[src/rtl/uart_tx_stim_if.sv]
// Byte-enqueue handshake for the UART stimulus transmitter.
// The master offers bytes; the slave (transmitter FIFO) reports whether it can accept them.
`timescale 1ns/1ps
interface uart_tx_stim_if;
    logic [7:0] tx_data;
    logic       tx_valid;
    logic       tx_ready;

    modport master (output tx_data, output tx_valid, input tx_ready);
    modport slave  (input tx_data, input tx_valid, output tx_ready);
endinterface

[src/rtl/uart_tx_stim.sv]
// 8N1 UART transmitter with a byte FIFO, used to inject console input into the SoC receive line.
// The baud divisor is latched per frame, so frames are never retimed mid-flight.
`timescale 1ns/1ps
module uart_tx_stim #(
    parameter int unsigned FIFO_DEPTH = 16,
    parameter int unsigned DIV_W      = 16
) (
    input  logic                        clk,
    input  logic                        rst_n,
    input  logic [DIV_W-1:0]            baud_div_i,
    uart_tx_stim_if.slave               tx,
    output logic [$clog2(FIFO_DEPTH):0] fifo_count_o,
    output logic                        busy_o,
    output logic                        frame_done_o,
    output logic                        txd_o
);

    localparam int unsigned AW = $clog2(FIFO_DEPTH);
    localparam logic [AW:0] FullCnt = FIFO_DEPTH[AW:0];

    typedef enum logic [1:0] {StIdle, StStart, StData, StStop} state_e;

    state_e           state_q;
    logic [7:0]       mem_q [FIFO_DEPTH];
    logic [AW-1:0]    wr_ptr_q, rd_ptr_q;
    logic [AW:0]      count_q;
    logic [DIV_W-1:0] div_q, bcnt_q, div_new;
    logic [2:0]       idx_q;
    logic [7:0]       shift_q;
    logic             txd_q, frame_done_q;
    logic             full, push, pop, bit_end;

    assign full        = (count_q == FullCnt);
    assign tx.tx_ready = !full;
    assign push        = tx.tx_valid && !full;
    assign bit_end     = (bcnt_q == div_q - DIV_W'(1));
    assign div_new     = (baud_div_i == '0) ? DIV_W'(1) : baud_div_i;
    // A byte leaves the FIFO either from idle or exactly at the end of a stop bit.
    assign pop = (count_q != '0) &&
                 ((state_q == StIdle) || ((state_q == StStop) && bit_end));

    always_ff @(posedge clk) begin
        if (push) mem_q[wr_ptr_q] <= tx.tx_data;
    end

    always_ff @(posedge clk or negedge rst_n) begin
        if (!rst_n) begin
            wr_ptr_q <= '0;
            rd_ptr_q <= '0;
            count_q  <= '0;
        end else begin
            if (push) wr_ptr_q <= wr_ptr_q + AW'(1);
            if (pop)  rd_ptr_q <= rd_ptr_q + AW'(1);
            case ({push, pop})
                2'b10:   count_q <= count_q + (AW+1)'(1);
                2'b01:   count_q <= count_q - (AW+1)'(1);
                default: count_q <= count_q;
            endcase
        end
    end

    always_ff @(posedge clk or negedge rst_n) begin
        if (!rst_n) begin
            state_q      <= StIdle;
            bcnt_q       <= '0;
            idx_q        <= '0;
            shift_q      <= '0;
            div_q        <= DIV_W'(1);
            txd_q        <= 1'b1;
            frame_done_q <= 1'b0;
        end else begin
            frame_done_q <= 1'b0;
            case (state_q)
                StIdle: begin
                    if (pop) begin
                        shift_q <= mem_q[rd_ptr_q];
                        div_q   <= div_new;
                        bcnt_q  <= '0;
                        txd_q   <= 1'b0;
                        state_q <= StStart;
                    end
                end
                StStart: begin
                    if (bit_end) begin
                        bcnt_q  <= '0;
                        idx_q   <= '0;
                        txd_q   <= shift_q[0];
                        state_q <= StData;
                    end else begin
                        bcnt_q <= bcnt_q + DIV_W'(1);
                    end
                end
                StData: begin
                    if (bit_end) begin
                        bcnt_q <= '0;
                        if (idx_q == 3'd7) begin
                            txd_q        <= 1'b1;
                            state_q      <= StStop;
                            // A one-cycle stop bit is its own final cycle.
                            frame_done_q <= (div_q == DIV_W'(1));
                        end else begin
                            shift_q <= shift_q >> 1;
                            idx_q   <= idx_q + 3'd1;
                            txd_q   <= shift_q[1];
                        end
                    end else begin
                        bcnt_q <= bcnt_q + DIV_W'(1);
                    end
                end
                StStop: begin
                    if (bit_end) begin
                        bcnt_q <= '0;
                        if (pop) begin
                            shift_q <= mem_q[rd_ptr_q];
                            div_q   <= div_new;
                            txd_q   <= 1'b0;
                            state_q <= StStart;
                        end else begin
                            state_q <= StIdle;
                        end
                    end else begin
                        bcnt_q       <= bcnt_q + DIV_W'(1);
                        frame_done_q <= ((bcnt_q + DIV_W'(1)) == (div_q - DIV_W'(1)));
                    end
                end
                default: state_q <= StIdle;
            endcase
        end
    end

    assign fifo_count_o = count_q;
    assign busy_o       = (state_q != StIdle);
    assign frame_done_o = frame_done_q;
    assign txd_o        = txd_q;

endmodule

[src/flat_wrapper.sv]
// flat-port wrapper written by rule: the top's interface ports become plain ports
module uart_tx_stim_flat 
#(
    parameter int unsigned FIFO_DEPTH = 16,
    parameter int unsigned DIV_W      = 16
)
  (clk, rst_n, baud_div_i, fifo_count_o, busy_o, frame_done_o, txd_o, tx_tx_data, tx_tx_valid, tx_tx_ready);
  uart_tx_stim_if tx_i ();
  input  logic clk;
  input  logic rst_n;
  input  logic [DIV_W-1:0] baud_div_i;
  output logic [$clog2(FIFO_DEPTH):0] fifo_count_o;
  output logic busy_o;
  output logic frame_done_o;
  output logic txd_o;
  input wire logic [$bits(tx_i.tx_data)-1:0] tx_tx_data;
  input wire logic [$bits(tx_i.tx_valid)-1:0] tx_tx_valid;
  output wire logic [$bits(tx_i.tx_ready)-1:0] tx_tx_ready;
  assign tx_i.tx_data = tx_tx_data;
  assign tx_i.tx_valid = tx_tx_valid;
  assign tx_tx_ready = tx_i.tx_ready;
  uart_tx_stim #(.FIFO_DEPTH(FIFO_DEPTH), .DIV_W(DIV_W)) u_core (.clk(clk), .rst_n(rst_n), .baud_div_i(baud_div_i), .tx(tx_i), .fifo_count_o(fifo_count_o), .busy_o(busy_o), .frame_done_o(frame_done_o), .txd_o(txd_o));
endmodule
[config.mk]
export PLATFORM = sky130hd
export DESIGN_NAME = uart_tx_stim_flat
export DESIGN_NICKNAME = d
export VERILOG_FILES = /design/src/rtl/uart_tx_stim_if.sv /design/src/rtl/uart_tx_stim.sv /design/src/flat_wrapper.sv
export SDC_FILE = /design/constraint.sdc
export NUM_CORES = 1
export LEC_CHECK = 0
export CAP_MARGIN = 20
export CORE_MARGIN = 4
export CORE_UTILIZATION = 40
export DETAILED_ROUTE_END_ITERATION = 8
export GPL_ROUTABILITY_DRIVEN = 0
export GPL_TIMING_DRIVEN = 0
export MAX_ROUTING_LAYER = met4
export PLACE_DENSITY = 0.61
export RECOVER_POWER = 100
export SYNTH_ARGS = -nofsm -noshare
export SYNTH_HDL_FRONTEND = slang
export SYNTH_SLANG_ARGS = --single-unit
[constraint.sdc]
create_clock -name clk -period 9.1 [get_ports clk]
set_input_delay 1.82 -clock clk [delete_from_list [all_inputs] [get_ports clk]]
set_output_delay 1.82 -clock clk [all_outputs]
set_load 0.01 [all_outputs]
==> metrics.yaml, run 1 <==
status: "complete, but fails checks"
violations: "capacitance limit, slew limit"
grt_pass1_vias: 5784
finalCritPeriodShare_pct: 66.79
cts_setup_buffers: 0
dp_hpwl_um: 14020
worstReg2RegEnd: "u_core.fifo_count_o[4]$_DFFE_PN0P_"
rsz0062_at_grt: "no"
fmax_ghz: 0.1645
antenna_found_initial: 0
hold_start: "u_core.bcnt_q[15]$_DFFE_PN0N_"
multi_input_area_sq_um: 3500
internal_power_uw: 2030
via_per_inst: 5.670
clk_latency_ps: 430
postSynthCellCount: 659
min_path_type: "flip-flop to flip-flop"
ant_nets: 0
synth-main-ff-cell: "edfxtp_1"
path_cells: "inv_1, ha_1, nor3b_1, a31oi_1, nand4b_1, a2111oi_0, a41oi_1, nor2_1, ha_1, clkbuf_1, xor2_1, ha_1, a21oi_1, o31ai_1, or2_2, o211ai_1"
clk_pin_slew_ps: 70
dp.cells: 974
coreArea_sq_um: 22090
fin_skew_ps: 13.04
synth_warnings: 0
start_util_pct: 41.20
die_area_sq_um: 25230
layout_common_cells: "edfxtp_1 (128), dfrtp_1 (58), nand2_1 (48)"
setup_ws_ps: 3022
slew_headroom_pct: -132.3
total_leakage_power_uw: 0.003624
dpl_cell_area_sq_um: 9821
syn-cell-area_sq_um: 9102
drive_above_1_share_pct: 14.88
regArea_sq_um: 5348
wl_um: 19690
antenna_cells: 0
pre_cts_ws_ps: 4401
synth-async-reset-ratio_pct: 31.91
endpoint_kind: "flip-flop"
grt_pass1_wl_um: 31690
drc: 0
syn_nets: 704
stdcell_area_sq_um: 10320
crit_start: "u_core.div_q[1]$_DFFE_PN0P_"
synth.distinct_cells: 68
syn_avg_cell_area_sq_um: 13.81
cp_common_cell: "ha_1"
worst-r2r-setup-slack_ps: 3020
vias: 5704
rows: 54
cp_slowest_cell: "a2111oi_0"
clk_path_buf_depth: 2
cp-start-kind: "flip-flop"
pwr-share-seq_pct: 37.7
fin_cells: 1006
drt_iter0_drc: 407
ff2ff_path_depth: 16
wl_per_cell_um: 19.57
htree_levels: 4
cp.required_ps: 9450
grt_usage_pct: 16.18
dieHeight_um: 158.9
swShare_pct: 35.81
syn_to_final_growth_pct: 13.40
cts_hold_buf: 0
ioPinCount: 36
netlist_top_cells_area: "edfxtp_1 (42%), dfrtp_1 (16%), mux4_2 (9.9%)"
drtPass1Iterations: 5
p_per_area_nw_per_um2: 306.4
yosysTopAreaCell: "edfxtp_1"
finalSetupTns_ps: 0
min_to: "u_core.bcnt_q[15]$_DFFE_PN0N_"
worstPathMaxFanout: 8
die_w_um: 158.9
final_common_cell: "edfxtp_1"
crit_path_max_incr_delay_ps: 1230
drv_slew: 70
synth-seq-cells: 188
critical_path_class: "flip-flop to flip-flop"
ir_drop_uv: 144.2
worst_slew_pin_slew_ps: 3485
arrival_ps: 6430
grt_overflow: 0
synth_top_area_share_pct: 42.23
hold_depth: 1
seq_area_frac_synth_pct: 58.75
synth_edf_count: 128
p_sw_uw: 1133
numCtsBuffers: 17
p_comb_share_pct: 39.4
drv_cap: 5
clock-sinks: 188
io_buffers: 35
n_fill_cell: 1924
final_nets: 758
pwr-share-clk_pct: 22.9
grt_max_degree: 61
ctsResizeCount: 0
cts_root_buf: "clkbuf_16"
hold_violations: 0
setup_viol: 0
r2r_start: "u_core.div_q[1]$_DFFE_PN0P_"
finalCriticalPeriod_ps: 6078
cts_tree: "yes"
==> state kept, by name, indices dropped and copies added, names as in the netlist <==
register and flops:
u_core.shift_q 8, u_core.state_q 2, u_core.bcnt_q 16, u_core.txd_o 1
u_core.idx_q 3, u_core.rd_ptr_q 4, u_core.fifo_count_o 5, u_core.frame_done_o 1
u_core.div_q 16, u_core.mem_q 128, u_core.wr_ptr_q 4
==> logic make-up after synthesis <==
logic type | after synthesis | synth area share [%]
compound gates | 100 | 8.372
simple gates | 193 | 11.05
xor+xnor | 43 | 4.440
fa+ha+maj | 18 | 2.474
flops | 188 | 58.75
buf+inv | 56 | 2.447
mux | 61 | 12.47
==> power by group through the flow <==
stage          Sequential (uW)  Combinational (uW)  Clock [uW]
6_report                  1190                1250         724
5_1_grt                   1210                1370         774
4_1_cts                   1190                1290         738
3_5_place_dp              1210                1280           0
3_3_place_gp              1200                1240           0
2_1_floorplan             1180                 958           0
==> area by class of cell <==
class | instances | area share [%]
plain buffers | 35 | 1.297
multi-input cells | 415 | 33.90
flip-flops and latches | 188 | 51.81
inverters | 21 | 0.7636
clock inverters | 13 | 1.212
clock buffers | 19 | 4.291
well taps | 280 | 3.394
repair buffers | 35 | 3.333
==> worst max path at each step <==
stage                                                     to  slack, ps  cells past startpoint
after global placement           u_core.div_q[9]$_DFFE_PN0P_       4110                      1
after global routing      u_core.fifo_count_o[4]$_DFFE_PN0P_       2620                     16
after floorplan           u_core.fifo_count_o[4]$_DFFE_PN0P_       5270                     15
after detailed placement  u_core.fifo_count_o[4]$_DFFE_PN0P_       4400                     16
after CTS                 u_core.fifo_count_o[4]$_DFFE_PN0P_       4370                     16
final                     u_core.fifo_count_o[4]$_DFFE_PN0P_       3020                     16
==> layer usage <==
metal	global-route usage [%]	wire, um
met5	-	0
met4	3.708	248
met3	3.188	703
met2	27.77	10220
met1	20.01	8514
==> cells in the mapped netlist, types with 3 or more instances <==
cell type and instances:
nor3_1 14, a21oi_1 9, and3_1 10, o221a_2 7
nor4_1 11, nand2_1 48, xor2_1 13, mux4_2 40
nand2b_1 4, or2_2 4, a31o_2 3, nand4b_1 3
o21ai_0 28, a22o_1 3, inv_1 21, nand3b_1 4
dfrtp_1 58, xnor2_1 28, and2_1 4, nor2_1 35
or4_1 5, o31ai_1 15, clkbuf_1 23, buf_2 4
or3_1 12, o211ai_1 4, buf_1 7, mux2_2 19
nand3_1 14, nor2b_1 5, o211a_1 3, nand4_1 12
ha_1 18, edfxtp_1 128
==> worst max-delay path: cells and delay by family, from the launching register on <==
family | cells | cell delay [ps]
AOI/OAI and AO/OA | 6 | 2410
xor gates and xnor gates | 1 | 120
adders and majority gates | 3 | 720
buffers and inverters | 2 | 380
DFF | 1 | 420
and+or+nand+nor | 4 | 1950
==> per-stage QoR <==
step / util (%) / total power [uW] / hold WS [ps]
4_1_cts: 47.02 / 3217 / 517.8
2_1_floorplan: - / 2137 / 476.0
5_1_grt: 46.72 / 3356 / 549.5
3_3_place_gp: 44.37 / 2440 / 502.1
3_5_place_dp: 44.45 / 2492 / 508.2
6_report: 46.72 / 3163 / 512.6
(Power assumes the default switching activity.)
==> run 2, diff against run 1 <==
--- a/config.mk
+++ b/config.mk
@@ -12,7 +12,7 @@
 export GPL_ROUTABILITY_DRIVEN = 0
 export GPL_TIMING_DRIVEN = 0
 export MAX_ROUTING_LAYER = met4
-export PLACE_DENSITY = 0.61
+export PLACE_DENSITY = 0.63
 export RECOVER_POWER = 100
 export SYNTH_ARGS = -nofsm -noshare
 export SYNTH_HDL_FRONTEND = slang
==> constraint.sdc (replaced) <==
create_clock -name clk -period 5.4 [get_ports clk]
set_input_delay 1.08 -clock clk [delete_from_list [all_inputs] [get_ports clk]]
set_output_delay 1.08 -clock clk [all_outputs]
set_load 0.01 [all_outputs]
==> metrics.yaml, run 2 (synthesis gave the netlist of run 1 again) <==
drtPass1Iterations: 5  # unchanged
drt_iter0_drc: 456  # +12%
p_comb_share_pct: 39.5  # about the same
htree_levels: 4  # unchanged
final_common_cell: "edfxtp_1"
numCtsBuffers: 17  # unchanged
clk_path_buf_depth: 2  # unchanged
crit_path_max_incr_delay_ps: 780  # -450 ps
clock-sinks: 188  # unchanged
cts_tree: "yes"
violations: "capacitance limit, slew limit"
via_per_inst: 5.700  # +0.53%
p_sw_uw: 1930  # +70%
clk_pin_slew_ps: 80  # about the same
finalCritPeriodShare_pct: 89.57  # +23 points
ant_nets: 0  # unchanged
slew_headroom_pct: -36.40  # +96 points
hold_depth: 2  # +1
pwr-share-clk_pct: 22.8  # about the same
ff2ff_path_depth: 15  # -1
cp_slowest_cell: "nor4_1"
grt_pass1_wl_um: 32150  # +1.4%
io_buffers: 35  # unchanged
timing.critical_path.buf_inv: 2  # unchanged
final_nets: 763  # +0.66%
cts_root_buf: "clkbuf_16"
ioPinCount: 36  # unchanged
antenna_found_initial: 0  # unchanged
p_per_area_nw_per_um2: 515.4  # +68%
top_layer: "met4"
grt_max_degree: 39  # -36%
syn_to_final_growth_pct: 13.91
dp_hpwl_um: 14160  # +1.0%
clk_latency_ps: 440  # about the same
total_leakage_power_uw: 0.003633  # +0.24%
worstPathMaxFanout: 8  # unchanged
antenna_cells: 0  # unchanged
setup_ws_ps: 563.0  # -2459 ps
finalCriticalPeriod_ps: 4837  # -1241 ps
finalPower_uw: 5345  # +69%
reg_top3: "u_core.mem_q (128), u_core.bcnt_q (16), u_core.div_q (16)"
hold_violations: 0  # unchanged
status: "complete, but fails checks"
endpoint_kind: "flip-flop"
cts_setup_buffers: 0  # unchanged
die_area_sq_um: 25230  # unchanged
setup_viol: 0  # unchanged
ctsResizeCount: 0  # unchanged
swShare_pct: 36.10  # +0.29 points
worstReg2RegEnd: "u_core.fifo_count_o[4]$_DFFE_PN0P_"
largest-register: "u_core.mem_q"
drive_above_1_share_pct: 15.32  # +0.45 points
largest_register_ffs: 128  # unchanged
route.met3.wl_um: 978  # +39%
min_to: "u_core.shift_q[7]$_DFFE_PN0P_"
internal_power_uw: 3415  # +68%
pwr-share-seq_pct: 37.7  # about the same
fin_skew_ps: 12.63  # -0.4116 ps
vias: 5763  # +1.0%
finalSetupTns_ps: 0  # unchanged
cp.required_ps: 5760  # -3690 ps
layout_common_cells: "edfxtp_1 (128), dfrtp_1 (58), nand2_1 (48)"
fmax_ghz: 0.2067  # +26%
ir_drop_uv: 254.7  # +77%
rsz0062_at_grt: "no"
wl_per_cell_um: 19.53  # -0.22%
worst-r2r-setup-slack_ps: 560  # -2460 ps
grt_usage_pct: 16.40  # +0.21 points
coreArea_sq_um: 22090  # unchanged
routed-wl-met2_um: 9969  # -2.5%
crit_family: "simple AND/OR/NAND/NOR gates"
die_w_um: 158.9  # unchanged
whs_ps: 539.2  # +26.60 ps
rows: 54  # unchanged
wl_met1_um: 8496  # -0.21%
wl_um: 19750  # +0.28%
drv_cap: 1  # -4
r2r_start: "u_core.div_q[9]$_DFFE_PN0P_"
pre_cts_ws_ps: 758.4  # -3643 ps
arrival_ps: 5200  # -1230 ps
drc: 0  # unchanged
grt_pass1_vias: 5901  # +2.0%
worst_slew_pin_slew_ps: 2046  # -1439 ps
min_path_type: "flip-flop to flip-flop"
start_util_pct: 41.20  # unchanged
path_cells: "clkbuf_1, nor4_1, nand4_1, nor4b_1, a31o_1, a41oi_2, nor2_2, ha_1, clkbuf_1, xor2_1, ha_1, a21oi_1, o31ai_1, or2_2, o211ai_1"
dieHeight_um: 158.9  # unchanged
critical_path_class: "flip-flop to flip-flop"
cts_hold_buf: 0  # unchanged
cp-start-kind: "flip-flop"
grt_overflow: 0  # unchanged
hold_start: "u_core.shift_q[7]$_DFFE_PN0P_"
drv_slew: 39  # -44%
-- run 2: cell types whose count changed in the layout (fill, tap and decap cells not counted), sizes merged --
cell    delta
clkinv     +1
inv        +1
clkbuf     +4
buf        -1
-- run 2: tightest hold or removal path, cell delays in order, from the launching register on --
cell	delay, ps
dfrtp_1	350
o211ai_1	80
o31ai_1	70
-- run 2: power by group through the flow --
| stage | clock network [uW] | registers [uW] | logic [uW] |
|---|---|---|---|
| 2_1_floorplan | 0 | 1990 | 1610 |
| 3_3_place_gp | 0 | 2020 | 2090 |
| 5_1_grt | 1310 | 2050 | 2320 |
| 6_report | 1220 | 2020 | 2110 |
| 3_5_place_dp | 0 | 2040 | 2150 |
| 4_1_cts | 1240 | 2020 | 2160 |
-- run 2: worst max-delay path by stage --
stage,startpoint,end,slack [ps],cells past startpoint
after global routing,u_core.div_q[9]$_DFFE_PN0P_,u_core.fifo_count_o[4]$_DFFE_PN0P_,170,15
after CTS,u_core.div_q[1]$_DFFE_PN0P_,u_core.fifo_count_o[4]$_DFFE_PN0P_,720,16
after detailed placement,u_core.div_q[1]$_DFFE_PN0P_,u_core.fifo_count_o[4]$_DFFE_PN0P_,760,16
after global placement,u_core.div_q[1]$_DFFE_PN0P_,u_core.fifo_count_o[4]$_DFFE_PN0P_,890,16
final,u_core.div_q[9]$_DFFE_PN0P_,u_core.fifo_count_o[4]$_DFFE_PN0P_,560,15
after floorplan,u_core.div_q[2]$_DFFE_PN0P_,u_core.fifo_count_o[4]$_DFFE_PN0P_,1570,15
-- run 2: final cells by class --
| class | count | area [sq um] |
|---|---|---|
| clock inverters | 15 | 142.6 |
| repair buffers | 40 | 362.8 |
| clock buffers | 17 | 425.4 |
| flip-flops and latches | 188 | 5348 |
| inverters | 21 | 78.83 |
| plain buffers | 35 | 132.6 |
| fillers | 1953 | 11730 |
| multi-input cells | 415 | 3528 |
| well taps | 280 | 350.3 |
-- run 2: per-layer routing --
layer / up-vias / global-route usage, %
met5: - / -
met4: 0 / 4.458
met3: 23 / 3.758
met2: 154 / 27.03
met1: 2919 / 20.60
li1: 2667 / -
-- run 2: metrics by stage --
step	cells	util, %	cell area (sq um)
after floorplan	659	-	9102
after global placement	974	44.37	9803
after detailed placement	979	44.57	9848
after CTS	1011	47.15	10420
after global routing	1011	46.93	10370
final	1011	46.93	10370
